`config.mk`:
```
export PLATFORM = sky130hd
export DESIGN_NAME = fetch_sequencer
export DESIGN_NICKNAME = d
export VERILOG_FILES = /design/src/rtl/cpu_pkg.sv /design/src/rtl/next_pc_sel.sv /design/src/rtl/fetch_sequencer.sv
export SDC_FILE = /design/constraint.sdc
export NUM_CORES = 1
export LEC_CHECK = 0
export ABC_AREA = 1
export CORE_MARGIN = 8
export CORE_UTILIZATION = 48
export CTS_CLUSTER_SIZE = 40
export DETAILED_ROUTE_END_ITERATION = 7
export PLACE_DENSITY = 0.86
export SLEW_MARGIN = 30
export SYNTH_ARGS = -nofsm -noshare
export SYNTH_HDL_FRONTEND = slang
export SYNTH_SLANG_ARGS = --single-unit
```
`constraint.sdc`:
```
create_clock -name Clk -period 2.09 [get_ports Clk]
set_input_delay 0.418 -clock Clk [delete_from_list [all_inputs] [get_ports Clk]]
set_output_delay 0.418 -clock Clk [all_outputs]
set_load 0.01 [all_outputs]
```
`src/rtl/cpu_pkg.sv`:
```
// -----------------------------------------------------------------------------
// cpu_pkg
// Shared definitions for the instruction-fetch front end:
//   - fetch_state_e : two-state fetch FSM encoding (FETCH / DELIVER)
//   - DEF_RESET_PC  : default PC loaded on reset
//   - DEF_PC_INC    : default sequential PC increment in bytes
//   - align_word()  : clears the byte-offset bits of an address
//   - is_misaligned(): reports a non-word-aligned address
// -----------------------------------------------------------------------------
package cpu_pkg;

    typedef enum logic [0:0] {
        ST_FETCH   = 1'b0,
        ST_DELIVER = 1'b1
    } fetch_state_e;

    localparam logic [31:0] DEF_RESET_PC = 32'h0000_0000;
    localparam logic [31:0] DEF_PC_INC   = 32'd4;
    localparam logic [31:0] ALIGN_MASK   = 32'hFFFF_FFFC;

    function automatic logic [31:0] align_word(input logic [31:0] addr);
        return addr & ALIGN_MASK;
    endfunction

    function automatic logic is_misaligned(input logic [31:0] addr);
        return (addr[1:0] != 2'b00);
    endfunction

endpackage

```
`src/rtl/next_pc_sel.sv`:
```
// -----------------------------------------------------------------------------
// next_pc_sel
// Combinational redirect arbiter. Picks one redirect target with priority
// jump_reg > jump > branch_taken and word-aligns it.
// Ports:
//   i_branch_taken / i_branch_target : conditional branch request and target
//   i_jump / i_jump_target           : direct jump request and target
//   i_jump_reg / i_rs                : register jump request and target
//   o_redirect                       : any redirect requested this cycle
//   o_target                         : selected target with bits[1:0] cleared
//   o_misaligned                     : selected target had bits[1:0] != 0
// -----------------------------------------------------------------------------
module next_pc_sel
    import cpu_pkg::*;
(
    input  logic        i_branch_taken,
    input  logic [31:0] i_branch_target,
    input  logic        i_jump,
    input  logic [31:0] i_jump_target,
    input  logic        i_jump_reg,
    input  logic [31:0] i_rs,
    output logic        o_redirect,
    output logic [31:0] o_target,
    output logic        o_misaligned
);

    logic [31:0] w_raw_target;

    // Priority select of the raw redirect target; lower-priority requests are ignored.
    always_comb begin
        w_raw_target = 32'h0000_0000;
        if (i_jump_reg) begin
            w_raw_target = i_rs;
        end else if (i_jump) begin
            w_raw_target = i_jump_target;
        end else if (i_branch_taken) begin
            w_raw_target = i_branch_target;
        end else begin
            w_raw_target = 32'h0000_0000;
        end
    end

    assign o_redirect   = i_jump_reg | i_jump | i_branch_taken;
    assign o_target     = align_word(w_raw_target);
    assign o_misaligned = o_redirect & is_misaligned(w_raw_target);

endmodule

```
`src/rtl/fetch_sequencer.sv`:
```
// -----------------------------------------------------------------------------
// fetch_sequencer
// Two-state instruction fetch sequencer. FETCH issues a request at the PC and
// waits for an ack; DELIVER holds the fetched word until the consumer takes it.
// Redirects (jr/jump/branch) override sequential flow; a redirect that arrives
// while a request is outstanding is parked in a pending register so the
// request address stays stable, and the in-flight data is discarded.
// Ports:
//   Clk, reset (async active-low)
//   stall                         : consumer not ready
//   branch_taken/branch_target, jump/jump_target, jump_reg/rs : redirects
//   imem_req/imem_addr            : instruction memory request
//   imem_ack/imem_rdata           : memory response (data valid with ack)
//   instr_valid/instr/instr_pc    : delivered instruction
//   align_fault                   : sticky misaligned-redirect flag
//   instr_count                   : number of instructions consumed
// -----------------------------------------------------------------------------
module fetch_sequencer
    import cpu_pkg::*;
#(
    parameter logic [31:0] RESET_PC = DEF_RESET_PC,
    parameter logic [31:0] PC_INC   = DEF_PC_INC
) (
    input  logic        Clk,
    input  logic        reset,
    input  logic        stall,
    input  logic        branch_taken,
    input  logic [31:0] branch_target,
    input  logic        jump,
    input  logic [31:0] jump_target,
    input  logic        jump_reg,
    input  logic [31:0] rs,
    output logic        imem_req,
    output logic [31:0] imem_addr,
    input  logic        imem_ack,
    input  logic [31:0] imem_rdata,
    output logic        instr_valid,
    output logic [31:0] instr,
    output logic [31:0] instr_pc,
    output logic        align_fault,
    output logic [31:0] instr_count
);

    fetch_state_e r_state;
    fetch_state_e w_state_next;

    logic        r_req;
    logic        r_valid;
    logic [31:0] r_pc;
    logic [31:0] r_instr;
    logic [31:0] r_instr_pc;
    logic        r_fault;
    logic [31:0] r_count;
    logic        r_pend_valid;
    logic [31:0] r_pend_pc;

    logic        w_redirect;
    logic [31:0] w_target;
    logic        w_misaligned;
    logic        w_req_next;
    logic        w_valid_next;
    logic [31:0] w_pc_next;
    logic        w_pend_valid_next;
    logic [31:0] w_pend_pc_next;
    logic        w_latch;
    logic        w_consume;
    logic        w_ack_live;

    next_pc_sel u_next_pc_sel (
        .i_branch_taken  (branch_taken),
        .i_branch_target (branch_target),
        .i_jump          (jump),
        .i_jump_target   (jump_target),
        .i_jump_reg      (jump_reg),
        .i_rs            (rs),
        .o_redirect      (w_redirect),
        .o_target        (w_target),
        .o_misaligned    (w_misaligned)
    );

    // An ack only counts while a request is actually on the bus; this keeps a
    // stale ack arriving right after reset from being consumed.
    assign w_ack_live = (r_state == ST_FETCH) & r_req & imem_ack;

    // FSM state register.
    always_ff @(posedge Clk or negedge reset) begin
        if (!reset) begin
            r_state <= ST_FETCH;
        end else begin
            r_state <= w_state_next;
        end
    end

    // FSM next-state logic.
    always_comb begin
        w_state_next = r_state;
        case (r_state)
            ST_FETCH: begin
                if (w_ack_live && !w_redirect && !r_pend_valid) begin
                    w_state_next = ST_DELIVER;
                end else begin
                    w_state_next = ST_FETCH;
                end
            end
            ST_DELIVER: begin
                if (w_redirect || !stall) begin
                    w_state_next = ST_FETCH;
                end else begin
                    w_state_next = ST_DELIVER;
                end
            end
            default: begin
                w_state_next = ST_FETCH;
            end
        endcase
    end

    // FSM outputs for the next cycle; registered below so they are glitch-free.
    always_comb begin
        w_req_next   = (w_state_next == ST_FETCH);
        w_valid_next = (w_state_next == ST_DELIVER);
    end

    // Datapath next values: PC, pending redirect, latch and consume strobes.
    always_comb begin
        w_pc_next         = r_pc;
        w_pend_valid_next = r_pend_valid;
        w_pend_pc_next    = r_pend_pc;
        w_latch           = 1'b0;
        w_consume         = 1'b0;
        case (r_state)
            ST_FETCH: begin
                if (!r_req) begin
                    // No request outstanding yet, so a redirect can move the PC directly.
                    if (w_redirect) begin
                        w_pc_next = w_target;
                    end else begin
                        w_pc_next = r_pc;
                    end
                end else if (imem_ack) begin
                    if (w_redirect) begin
                        w_pc_next         = w_target;
                        w_pend_valid_next = 1'b0;
                    end else if (r_pend_valid) begin
                        w_pc_next         = r_pend_pc;
                        w_pend_valid_next = 1'b0;
                    end else begin
                        w_latch   = 1'b1;
                        w_pc_next = r_pc + PC_INC;
                    end
                end else begin
                    // Request in flight: park the redirect, keep imem_addr stable.
                    if (w_redirect) begin
                        w_pend_valid_next = 1'b1;
                        w_pend_pc_next    = w_target;
                    end else begin
                        w_pend_valid_next = r_pend_valid;
                    end
                end
            end
            ST_DELIVER: begin
                if (w_redirect) begin
                    w_pc_next = w_target;
                end else if (!stall) begin
                    w_consume = 1'b1;
                end else begin
                    w_pc_next = r_pc;
                end
            end
            default: begin
                w_pc_next = r_pc;
            end
        endcase
    end

    // Datapath and output registers.
    always_ff @(posedge Clk or negedge reset) begin
        if (!reset) begin
            r_req        <= 1'b0;
            r_valid      <= 1'b0;
            r_pc         <= RESET_PC;
            r_instr      <= 32'h0000_0000;
            r_instr_pc   <= 32'h0000_0000;
            r_fault      <= 1'b0;
            r_count      <= 32'h0000_0000;
            r_pend_valid <= 1'b0;
            r_pend_pc    <= 32'h0000_0000;
        end else begin
            r_req        <= w_req_next;
            r_valid      <= w_valid_next;
            r_pc         <= w_pc_next;
            r_pend_valid <= w_pend_valid_next;
            r_pend_pc    <= w_pend_pc_next;
            r_fault      <= r_fault | w_misaligned;
            if (w_latch) begin
                r_instr    <= imem_rdata;
                r_instr_pc <= r_pc;
            end
            if (w_consume) begin
                r_count <= r_count + 32'd1;
            end
        end
    end

    assign imem_req    = r_req;
    assign imem_addr   = r_pc;
    assign instr_valid = r_valid;
    assign instr       = r_instr;
    assign instr_pc    = r_instr_pc;
    assign align_fault = r_fault;
    assign instr_count = r_count;

endmodule

```
==> results.md <==
* Synth Net Count at 1,304
* 1st-iter DRT viols at ~850
* # setup viols final at 0
* Crit. End Element: primary output
* DRT Pass-1 Iters at 6
* Crit path required time at around 1.7 ns
* Number of synthesized flops with an enable pin at 0
* Htree depth at 4
* Placer Congestion at 0.974
* Register area share after synthesis at 46.0%
* Initial Util at 49.1%
* Post-Syn Instances at 1,167
* CP max FO at 7
* Mean Syn Cell Area at 7.55 µm²
* Critical path startpoint: imem_addr[24]
* Vias in the first global route at between 9,000 and 10,000
* Prevailing post-synth register cell: dfrtp_1
* Max cap viols at 0
* RSZ-0062 raised after global routing: no
* Layout cells sized above 1 at 9.12%
* Period Utilization, post-route at 97.4%
* Final min period at 2.04 ns
* Worst path cell trace: clkdlybuf4s50_1
* Netlist cell types at 35
* Clock transition at path regs at around 0.070 ns
* Max Clk Rate at 0.491 GHz
* Slew Viols, Final at 0
* Die area at 23,000 µm²
* First-pass GRT wire length at 47.7 mm
* Vias per cell at 5.50
* Ys async rst share at 100%
* PortBufs at 265
* Hold slack at approximately 0.48 ns
* Number of CTS-inserted buffers at 17
* Final Power at 0.0102 W
* Synth Warn # at 0
* Max VDD drop at 732 µV
* Reg2Reg Setup Slack at ~0.1 ns
* Worst hold path type: reg -> reg
* Clock Skew at 0.0178 ns
* Synthesis-stage register bit count at between 150 and 200
* Die Height at around 150 µm
* Worst slew pin tran at 0.564 ns
* CP startpoint kind: flop
* Gr ovfl total at 0
* GRT Total Usage at around a quarter
* Commonest non-fill, non-tap cell in the layout: nand2_1
* Total Wirelength at 30.6 mm
* Avg WL per Cell at 18.0 µm
* Drt drc at 0
* Clk sinks at roughly 160
* Nets at 1,594
* Max stage delay on crit path at between 0.6 and 0.7 ns
* Reg-to-reg startpoint: imem_addr[2]
* Detailed placer's ending HPWL at 23.5 mm
* Most frequent cells in the layout: 303 x nand2_1, 264 x clkdlybuf4s50_1, 169 x nor2_1, 161 x dfrtp_1, 104 x a21oi_1
* Core Box Area at ~18,000 µm²
* Slew headroom at 62.4%
* Worst Path Arrival at 1.62 ns
* Status: finished, final reports clean
* Std cell rows at 49
* # IOs at between 200 and 300
* WP buf/inv at 1
* Root buffer cell: clkbuf_16
* Number of fill cells in the layout at 1,396
* Clk_lat worst skew at 0.44 ns
* Clk buf depth at 2
* Antenna violations before repair at 0
* Setup CP Type: reg -> out
* Critical Path Slowest Stage Cell: clkdlybuf4s50_1
* CTS tree: yes
* Final hold vios at 0
* Synthesis-to-finish area growth at 44.0%
* Postcts setup bufs at 0
* DRT antenna net count at 0
* Die X at around 150 µm
* Largest net degree at the start of global routing at 50
* # diodes at 0
* Mapped Area at between 8000 and 9000 µm²
* Hold path start: instr[18]
* Crit-path leading delay family: buffers and inverters
* Via count at 9,343
* Leakage power at 5.60 nW
* Power Dens Cells at between 800 and 900 nW/µm²
state kept, by name, indices dropped and copies added, names as in the netlist:
register	cells
instr	32
instr_pc	32
align_fault	1
imem_req	1
instr_count	32
r_pend_valid	1
imem_addr	32
instr_valid	1
r_pend_pc	30
power by group:
part / total (W) / switching [W] / leakage, nW / internal, W
logic: 0.00293 / 0.00137 / 3.35 / 0.00155
clock network: 0.00313 / 0.00131 / 0.287 / 0.00182
registers: 0.00411 / 0.000422 / 1.97 / 0.00369
total: 0.0102 / 0.00310 / 5.60 / 0.00707
what timing repair did:
item                       in CTS  in global routing
hold endpoints to repair       44                  0
resized for setup               0                  2
hold buffers                    1                  0
setup endpoints to repair       0                  3
logic make-up (layout without fill, tap and decap cells):
kind of cell,Yosys count,count (layout),share of synthesized area [%]
multiplexers,44,44,5.62
adder cells (fa/ha/maj),2,2,0.284
flip-flops,162,162,46.0
AND/OR/NAND/NOR,573,573,26.2
AO/OA/AOI/OAI,222,222,13.2
XOR/XNOR,24,24,2.38
buffers and inverters,140,443,6.29
layer usage:
metal	GRT usage, %	vias to the layer above	wire length [µm]
met4	9.41	0	761
met1	33.0	4298	11700
met3	7.31	57	3710
met5	0	-	0
li1	-	4380	-
met2	43.4	608	14400
worst paths after layout:
kind,to,depth (start not counted)
min in group asynchronous,imem_addr[27],2
min,instr[18],1
min reg2reg,instr[18],1
max,imem_addr[24],1
max in group asynchronous,instr_pc[12],3
max reg2reg,imem_addr[14],7
through the flow:
stage | utilization, % | std cells | TNS [ns] | setup WS, ns | instance area, µm²
floorplan | - | 1167 | 0 | 0.265 | 8810
global placement | 67.3 | 1666 | -13.11 | -0.163 | 12100
detailed placement | 67.3 | 1666 | -18.87 | -0.230 | 12100
CTS | 70.6 | 1699 | 0 | 0.0611 | 12700
global route | 70.6 | 1699 | 0 | 0.0271 | 12700
finish | 70.6 | 1699 | 0 | 0.0537 | 12700
cell usage after synthesis (3+ instances only):
library cell / n / area [µm²]
o211ai_1: 8 / 60.1
buf_1: 5 / 18.8
o21ai_0: 96 / 480
a21boi_0: 6 / 45.0
buf_2: 8 / 40.0
clkbuf_1: 34 / 128
xor2_1: 17 / 149
nand3_1: 70 / 350
nand2_1: 303 / 1140
nand3b_1: 3 / 22.5
inv_2: 3 / 11.3
dfrtp_1: 162 / 4050
a21oi_1: 104 / 521
nand4_1: 4 / 25.0
xnor2_1: 7 / 61.3
mux2_2: 34 / 383
nor3_1: 17 / 85.1
nor2_1: 170 / 638
inv_1: 86 / 323
buf_4: 3 / 22.5
mux2_1: 10 / 113
final cells by class:
type,count,area (µm²),area share [%]
clock inverter,12,130,1.03
tap,229,287,2.26
clock buffer,20,457,3.60
timing repair buffer,322,3210,25.3
inverter,89,334,2.63
multi-input combinational,865,4220,33.2
sequential,162,4060,32.0
Note: power is estimated with default switching activity, not from simulation.
